`config.mk`:
```
export PLATFORM = sky130hd
export DESIGN_NAME = clk_div_bank_flat
export DESIGN_NICKNAME = d
export VERILOG_FILES = /design/src/rtl/clk_div_bank_if.sv /design/src/rtl/clk_div_bank.sv /design/src/flat_wrapper.sv
export SDC_FILE = /design/constraint.sdc
export NUM_CORES = 1
export LEC_CHECK = 0
export CAP_MARGIN = 15
export CELL_PAD_IN_SITES_DETAIL_PLACEMENT = 1
export CELL_PAD_IN_SITES_GLOBAL_PLACEMENT = 2
export CORE_MARGIN = 10
export CORE_UTILIZATION = 45
export CTS_BUF_LIST = sky130_fd_sc_hd__clkbuf_4
export DETAILED_ROUTE_END_ITERATION = 8
export PLACE_DENSITY = 0.94
export SYNTH_ARGS = -nofsm -noshare
export SYNTH_HDL_FRONTEND = slang
export SYNTH_SLANG_ARGS = --single-unit
export TNS_END_PERCENT = 5
```
`constraint.sdc`:
```
create_clock -name clk -period 28.7 [get_ports clk]
set_input_delay 5.74 -clock clk [delete_from_list [all_inputs] [get_ports clk]]
set_output_delay 5.74 -clock clk [all_outputs]
set_load 0.005 [all_outputs]
```
`src/rtl/clk_div_bank_if.sv`:
```
// Divisor load port for clk_div_bank: master offers a channel/divisor pair,
// slave raises ready while that channel has no update waiting.
interface clk_div_bank_if #(
  parameter int CH_W  = 2,
  parameter int CNT_W = 27
);
  logic             cfg_valid;
  logic             cfg_ready;
  logic [CH_W-1:0]  cfg_ch;
  logic [CNT_W-1:0] cfg_div;

  modport master (output cfg_valid, output cfg_ch, output cfg_div, input cfg_ready);
  modport slave  (input cfg_valid, input cfg_ch, input cfg_div, output cfg_ready);
endinterface

```
`src/rtl/clk_div_bank.sv`:
```
// N_CH free-running dividers with per-period ticks; outputs registered one edge after the count state.
// Divisor loads stall (cfg_ready low) while the addressed channel already holds an unapplied divisor.
module clk_div_bank #(
  parameter int                    N_CH     = 4,
  parameter int                    CNT_W    = 27,
  parameter logic [N_CH*CNT_W-1:0] DIV_INIT = {27'd50000000, 27'd25000000, 27'd500000, 27'd50000},
  parameter int                    CH_W     = (N_CH > 1) ? $clog2(N_CH) : 1
) (
  input  logic            clk,
  input  logic            rst,
  input  logic [N_CH-1:0] en,
  input  logic            sync,
  clk_div_bank_if.slave   cfg,
  output logic [N_CH-1:0] clk_out,
  output logic [N_CH-1:0] tick,
  output logic            high
);

  function automatic logic [CNT_W-1:0] clamp2(input logic [CNT_W-1:0] d);
    return (d < CNT_W'(2)) ? CNT_W'(2) : d;
  endfunction

  logic [CNT_W-1:0] cnt      [N_CH];
  logic [CNT_W-1:0] div      [N_CH];
  logic [CNT_W-1:0] pend_div [N_CH];
  logic [CNT_W:0]   half     [N_CH];
  logic [N_CH-1:0]  pend;
  logic [N_CH-1:0]  last;
  logic [N_CH-1:0]  take;
  logic             ready;

  assign high          = 1'b1;
  assign cfg.cfg_ready = ready;

  // Out-of-range channel selects are always ready so the request drains harmlessly.
  always_comb begin
    ready = 1'b1;
    for (int i = 0; i < N_CH; i++) begin
      if (int'(cfg.cfg_ch) == i) ready = ~pend[i];
    end
  end

  always_comb begin
    for (int i = 0; i < N_CH; i++) begin
      half[i] = ({1'b0, div[i]} + (CNT_W+1)'(1)) >> 1;
      last[i] = (cnt[i] == div[i] - CNT_W'(1));
      take[i] = cfg.cfg_valid && ready && (int'(cfg.cfg_ch) == i);
    end
  end

  always_ff @(posedge clk or posedge rst) begin
    if (rst) begin
      for (int i = 0; i < N_CH; i++) begin
        cnt[i]      <= '0;
        div[i]      <= clamp2(DIV_INIT[i*CNT_W +: CNT_W]);
        pend_div[i] <= clamp2(DIV_INIT[i*CNT_W +: CNT_W]);
        pend[i]     <= 1'b0;
        clk_out[i]  <= 1'b0;
        tick[i]     <= 1'b0;
      end
    end else begin
      for (int i = 0; i < N_CH; i++) begin
        if (sync || !en[i]) begin
          cnt[i]     <= '0;
          clk_out[i] <= 1'b0;
          tick[i]    <= 1'b0;
          if (pend[i]) begin
            div[i]  <= pend_div[i];
            pend[i] <= 1'b0;
          end
        end else begin
          cnt[i]     <= last[i] ? '0 : cnt[i] + CNT_W'(1);
          clk_out[i] <= ({1'b0, cnt[i]} < half[i]);
          tick[i]    <= last[i];
          // New divisors only land on a period boundary, so no runt pulses.
          if (last[i] && pend[i]) begin
            div[i]  <= pend_div[i];
            pend[i] <= 1'b0;
          end
        end
        // A load accepted on a wrap edge waits for the following wrap.
        if (take[i]) begin
          pend_div[i] <= clamp2(cfg.cfg_div);
          pend[i]     <= 1'b1;
        end
      end
    end
  end

endmodule

```
`src/flat_wrapper.sv`:
```
// flat-port wrapper written by rule: the top's interface ports become plain ports
module clk_div_bank_flat 
#(
  parameter int                    N_CH     = 4,
  parameter int                    CNT_W    = 27,
  parameter logic [N_CH*CNT_W-1:0] DIV_INIT = {27'd50000000, 27'd25000000, 27'd500000, 27'd50000},
  parameter int                    CH_W     = (N_CH > 1) ? $clog2(N_CH) : 1
)
  (clk, rst, en, sync, clk_out, tick, high, cfg_cfg_valid, cfg_cfg_ch, cfg_cfg_div, cfg_cfg_ready);
  clk_div_bank_if #(.CH_W(CH_W), .CNT_W(CNT_W)) cfg_i ();
  input  logic clk;
  input  logic rst;
  input  logic [N_CH-1:0] en;
  input  logic sync;
  output logic [N_CH-1:0] clk_out;
  output logic [N_CH-1:0] tick;
  output logic high;
  input wire logic [$bits(cfg_i.cfg_valid)-1:0] cfg_cfg_valid;
  input wire logic [$bits(cfg_i.cfg_ch)-1:0] cfg_cfg_ch;
  input wire logic [$bits(cfg_i.cfg_div)-1:0] cfg_cfg_div;
  output wire logic [$bits(cfg_i.cfg_ready)-1:0] cfg_cfg_ready;
  assign cfg_i.cfg_valid = cfg_cfg_valid;
  assign cfg_i.cfg_ch = cfg_cfg_ch;
  assign cfg_i.cfg_div = cfg_cfg_div;
  assign cfg_cfg_ready = cfg_i.cfg_ready;
  clk_div_bank #(.N_CH(N_CH), .CNT_W(CNT_W), .DIV_INIT(DIV_INIT), .CH_W(CH_W)) u_core (.clk(clk), .rst(rst), .en(en), .sync(sync), .cfg(cfg_i), .clk_out(clk_out), .tick(tick), .high(high));
endmodule
```
=== Word level (Yosys, flattened, before mapping) ===
Index checks and enable logic that the tools add are counted.

* Register bits after elaboration: 336
* Word-level logic and storage cells: 125

* Eq/ne operators: 11
* Reductions and logical operators: 30
* Order comparisons: 5
* Multiplexer cells: 45
* Add/subtract/negate cells: 12
* Bitwise gates (word level): 4

{| class="wikitable"
|+ Operator list
! operator !! count
|-
| $mux 27 || 21
|-
| $add 27x1->28 const B || 4
|-
| $add 27x1->27 const B || 4
|-
| $eq 27x27->1 || 4
|-
| $lt 27x27->1 || 4
|-
| $sub 27x1->27 const B || 4
|-
| $lt 27x2->1 const B || 1
|-
| $mux 1 || 24
|-
| $reduce_bool 3->1 || 4
|-
| $logic_and 1x1->1 || 9
|-
| $ne 2x1->1 const B || 4
|-
| $reduce_and 2->1 || 4
|-
| $reduce_bool 2->1 || 4
|-
| $eq 2x2->1 const B || 2
|-
| $logic_not 1->1 || 4
|-
| $logic_or 1x1->1 || 4
|-
| $not 1->1 || 4
|-
| $eq 2x1->1 const B || 1
|-
| $logic_not 2->1 || 1
|}

=== Logic depth before layout (Yosys ltp) ===
* Depth after elaboration: 8
* Depth in mapped cells: 17
* Mapped depth without buffers: 16

=== Least setup slack after synthesis ===
OpenSTA, ideal clock, no wires.

* Kind: in2out
* From: input cfg_cfg_ch[1]
* To: output cfg_cfg_ready
* Slack: 16741 ps
* Cell stages on the path: 2
* Arrival time: 6219 ps
* Path buffers: 0
* Data required time: 22960 ps
* Cells stage by stage: mux2_2 > o21ai_0

* Word-level cells in the longest chain between the ends: 5
* Elaborated cells on any way between the ends: 8
* Classes of those cells: eq/ne: 3; mux: 4; reduce/logical: 1

{| class="wikitable"
|+ RTL lines
! element !! line !! source
|-
| from (decl) || flat_wrapper.sv:19 || <nowiki>input wire logic [$bits(cfg_i.cfg_ch)-1:0] cfg_cfg_ch;</nowiki>
|-
| $logic_not 2->1 || clk_div_bank.sv:39 || <nowiki>if (int'(cfg.cfg_ch) == i) ready = ~pend[i];</nowiki>
|-
| $mux 1 (3 in series) || clk_div_bank.sv:39 ||
|-
| $mux 1 * || clk_div_bank.sv:39 ||
|-
| to (decl) || flat_wrapper.sv:21 || <nowiki>output wire logic [$bits(cfg_i.cfg_ready)-1:0] cfg_cfg_ready;</nowiki>
|}

Every way passes the cells marked *; elsewhere a longest branch is shown, timed or not.

=== Final worst setup path ===
Same ends and word-level chain as after synthesis.

==> out/metrics.yaml <==
outcome:
  outcome: "complete, no violations"
synth:
  synth.distinct_cells: 87
  syn_avg_cell_area_sq_um: 9.578
  synth_common_cells: "262 x dfrtp_1, 181 x nand2_1, 165 x xnor2_1, 159 x xor2_1"
  ys.flop_type: "dfrtp_1"
  synth_edf_count: 0
  yosys_warnings: 0
  synthTopCellsByArea: "dfrtp_1 29%, dfstp_2 8.6%, ha_1 6.4%, xnor2_1 6.4%, xor2_1 6.2%"
  async_flop_share_pct: 100.0
  synth_fp_nets: 2511
  netlist_area_sq_um: 22580
  yosys.cell_count.top_type: "dfrtp_1"
  yosysSeqAreaShare_pct: 37.64
  netlist_instances: 2358
  yosysTopAreaCell: "dfrtp_1"
  ys_ff_latch: 336
  synth_top_area_share_pct: 29.03
die:
  core_sq_um: 49860
  die_h_um: 244.0
  die_x_um: 244.0
  fp-row-count: 82
  start_util_pct: 45.29
  dieArea_sq_um: 59550
  ios: 47
power:
  p_int_mw: 1.074
  peakVddDrop_v: 0.00005557
  swShare_pct: 39.33
  p_switching_uw: 696.2
  clkPwrFrac_pct: 24.9
  power.density_nw_per_um2: 72.01
  p_seq_share_pct: 44.8
  combinationalPowerShare_pct: 30.4
  p_leak_nw: 10.09
  p_total_mw: 1.770
place:
  post-place-ws_ns: 15.62
  place.gp.congestion: 0.8856
  io_buffers: 45
  hpwl_mm: 46.65
  dp_cells: 2925
sta:
  rsz0062_at_grt: "no"
  timing.fmax_mhz: 76.35
  period_needed_ns: 13.10
  finalClockSkew_ns: 0.08321
  finalHoldViolCount: 0
  maxSlewViolCount: 0
  fin_hold_ws_ns: 0.4717
  tightest_slew_ns: 1.171
  worst_slack_ns: 15.60
  setup_viol: 0
  fin_tns_setup_ns: 0
  max-slew-margin-rel_pct: 21.64
  fin_crit_sh_pct: 45.64
drt:
  drt_iter0_drc: 1292
  vias: 18519
  drt_wl_total_mm: 64.87
  routed_via_density: 5.982
  ant_nets: 0
  firstDrtPassIters: 5
  drc: 0
  wl_per_cell_um: 20.95
finish:
  final_cell_count_no_fill: 3096
  n_fill_cell: 5742
  drive_gt1_share_pct: 15.78
  num-nets-final: 2500
  syn_to_final_growth_pct: 8.859
critical_path:
  r2r_end: "u_core.div[6]"
  worstPathArrival_ns: 7.36
  crit_end: "cfg_cfg_ready"
  critPathLaunch: "cfg_cfg_ch[1]"
  reg2reg_from: "u_core.div[2]"
  required_ns: 22.96
  cp_common_cell: "clkdlybuf4s50_1"
  r2r_setup_slack_ns: 23.78
  crit_chain: "clkdlybuf4s50_1 > mux2_2 > o21ai_0 > clkdlybuf4s50_1"
  crit_fanout: 5
  slowest_delay_ns: 0.57
  crit_type: "input port to output port"
  start_kind: "input port"
  crit_slowest_cell: "clkdlybuf4s50_1"
  r2r_cells: 8
  cp-end-kind: "output port"
clock_tree:
  cts_tree: "yes"
  clkSinkCount: 336
  cts_max_level: 3
  post_cts_buffers: 0
  clock_path_buffers: 3
  clkLatencyLatePin_ns: 0.87
  hold_buffers: 0
  cts_root_buffer: "clkbuf_4"
  clk_pin_slew_worst_paths_ns: 0.07
  cts_made_buffers: 91
  post_cts_resized: 0
global_route:
  grt.overflow.total: 0
  grt_pass1_vias: 19802
  track_usage_pct: 21.61
  antenna_found_initial: 3
  grt_pass1_wl_mm: 106.5
  grt_max_degree: 122
run:
  cap_violations: 0
min_path:
  hold_path_class: "flip-flop to flip-flop"
==> cells by family (layout without fill, tap and decap cells) <==
group | count (synthesis) | count (layout) | synth area share, %
AND/OR/NAND/NOR | 861 | 861 | 19.89
flip-flops | 336 | 336 | 37.64
XOR/XNOR | 324 | 324 | 12.57
AO/OA/AOI/OAI | 307 | 307 | 9.662
buffers and inverters | 218 | 281 | 3.817
multiplexers | 195 | 195 | 9.978
adder cells (fa/ha/maj) | 116 | 116 | 6.427
other | 1 | 4 | 0.01660
==> critical path: cells and delay by family <==
| kind | cells | cell delay, ns |
|---|---|---|
| multiplexers | 1 | 0.36 |
| buffers and inverters | 2 | 1.10 |
| AO/OA/AOI/OAI | 1 | 0.16 |
==> stage by stage <==
step	util, %	cell area (sq um)
after floorplan	-	22580
after global placement	46.89	23380
after detailed placement	46.89	23380
after CTS	49.23	24550
after global routing	49.29	24580
final	49.30	24580
==> worst min path at each step <==
stage	startpoint	to	slack [ns]	depth (start not counted)
detailed placement	u_core.pend_div[4]	u_core.div[4]	0.47	1
global route	u_core.pend_div[0]	u_core.div[0]	0.48	1
global placement	u_core.pend_div[16]	u_core.div[16]	0.46	1
floorplan	u_core.pend_div[0]	u_core.pend_div[0]	0.44	2
finish	u_core.pend_div[0]	u_core.div[0]	0.47	1
CTS	u_core.pend_div[0]	u_core.div[0]	0.43	1
==> layer usage <==
| metal | global-route usage (%) | wire length (um) | part of all wire [%] |
|---|---|---|---|
| met5 | 0 | 0 | 0 |
| met3 | 3.848 | 3277 | 5.1 |
| met1 | 27.09 | 28360 | 44 |
| met2 | 36.72 | 31580 | 49 |
| met4 | 7.763 | 1656 | 2.6 |
==> registers in the layout, indices dropped and copies added (netlist names) <==
register,count
u_core.tick,4
u_core.clk_out,4
u_core.cnt,108
u_core.pend,4
u_core.pend_div,108
u_core.div,108
==> area by class of cell <==
class                   instances  area, sq um  area share (%)
flip-flops and latches        336         8501           34.58
diodes                          3        7.507         0.03054
repair buffers                 64        613.1           2.494
inverters                      50        195.2          0.7939
multi-input cells            1804        13260           53.92
well taps                     672        840.8           3.420
clock buffers                 132        991.0           4.031
clock inverters                35        180.2          0.7329
==> power groups by stage <==
stage / registers (mW) / clock network, mW / logic [mW]
6_report: 0.792 / 0.441 / 0.538
5_1_grt: 0.810 / 0.481 / 0.600
4_1_cts: 0.787 / 0.455 / 0.537
3_5_place_dp: 0.796 / 0 / 0.532
3_3_place_gp: 0.785 / 0 / 0.500
2_1_floorplan: 0.641 / 0 / 0.522
==> cell usage in the layout (no fill, tap or decap), types with 9 or more instances in the layout <==
cell / n
xnor2_1: 165
nand2b_1: 21
dfrtp_1: 262
nand4_1: 62
nor2b_1: 17
xor2_1: 159
mux2i_1: 11
and3_1: 55
a31oi_1: 11
a21o_1: 37
ha_1: 116
nor2_1: 132
mux2_1: 57
a2111oi_0: 12
nand2_1: 181
o211ai_1: 65
buf_4: 18
and2_1: 17
o21ai_0: 37
inv_1: 46
clkbuf_4: 132
o21a_1: 9
nor3_1: 136
nor4_1: 39
nand3_1: 104
a21oi_1: 46
mux2_4: 19
or3_1: 15
and4_1: 17
clkdlybuf4s50_1: 45
clkinv_1: 29
or4_1: 20
a211oi_1: 17
mux2_2: 108
dfstp_2: 74
Power figures use the tool's default switching activity.
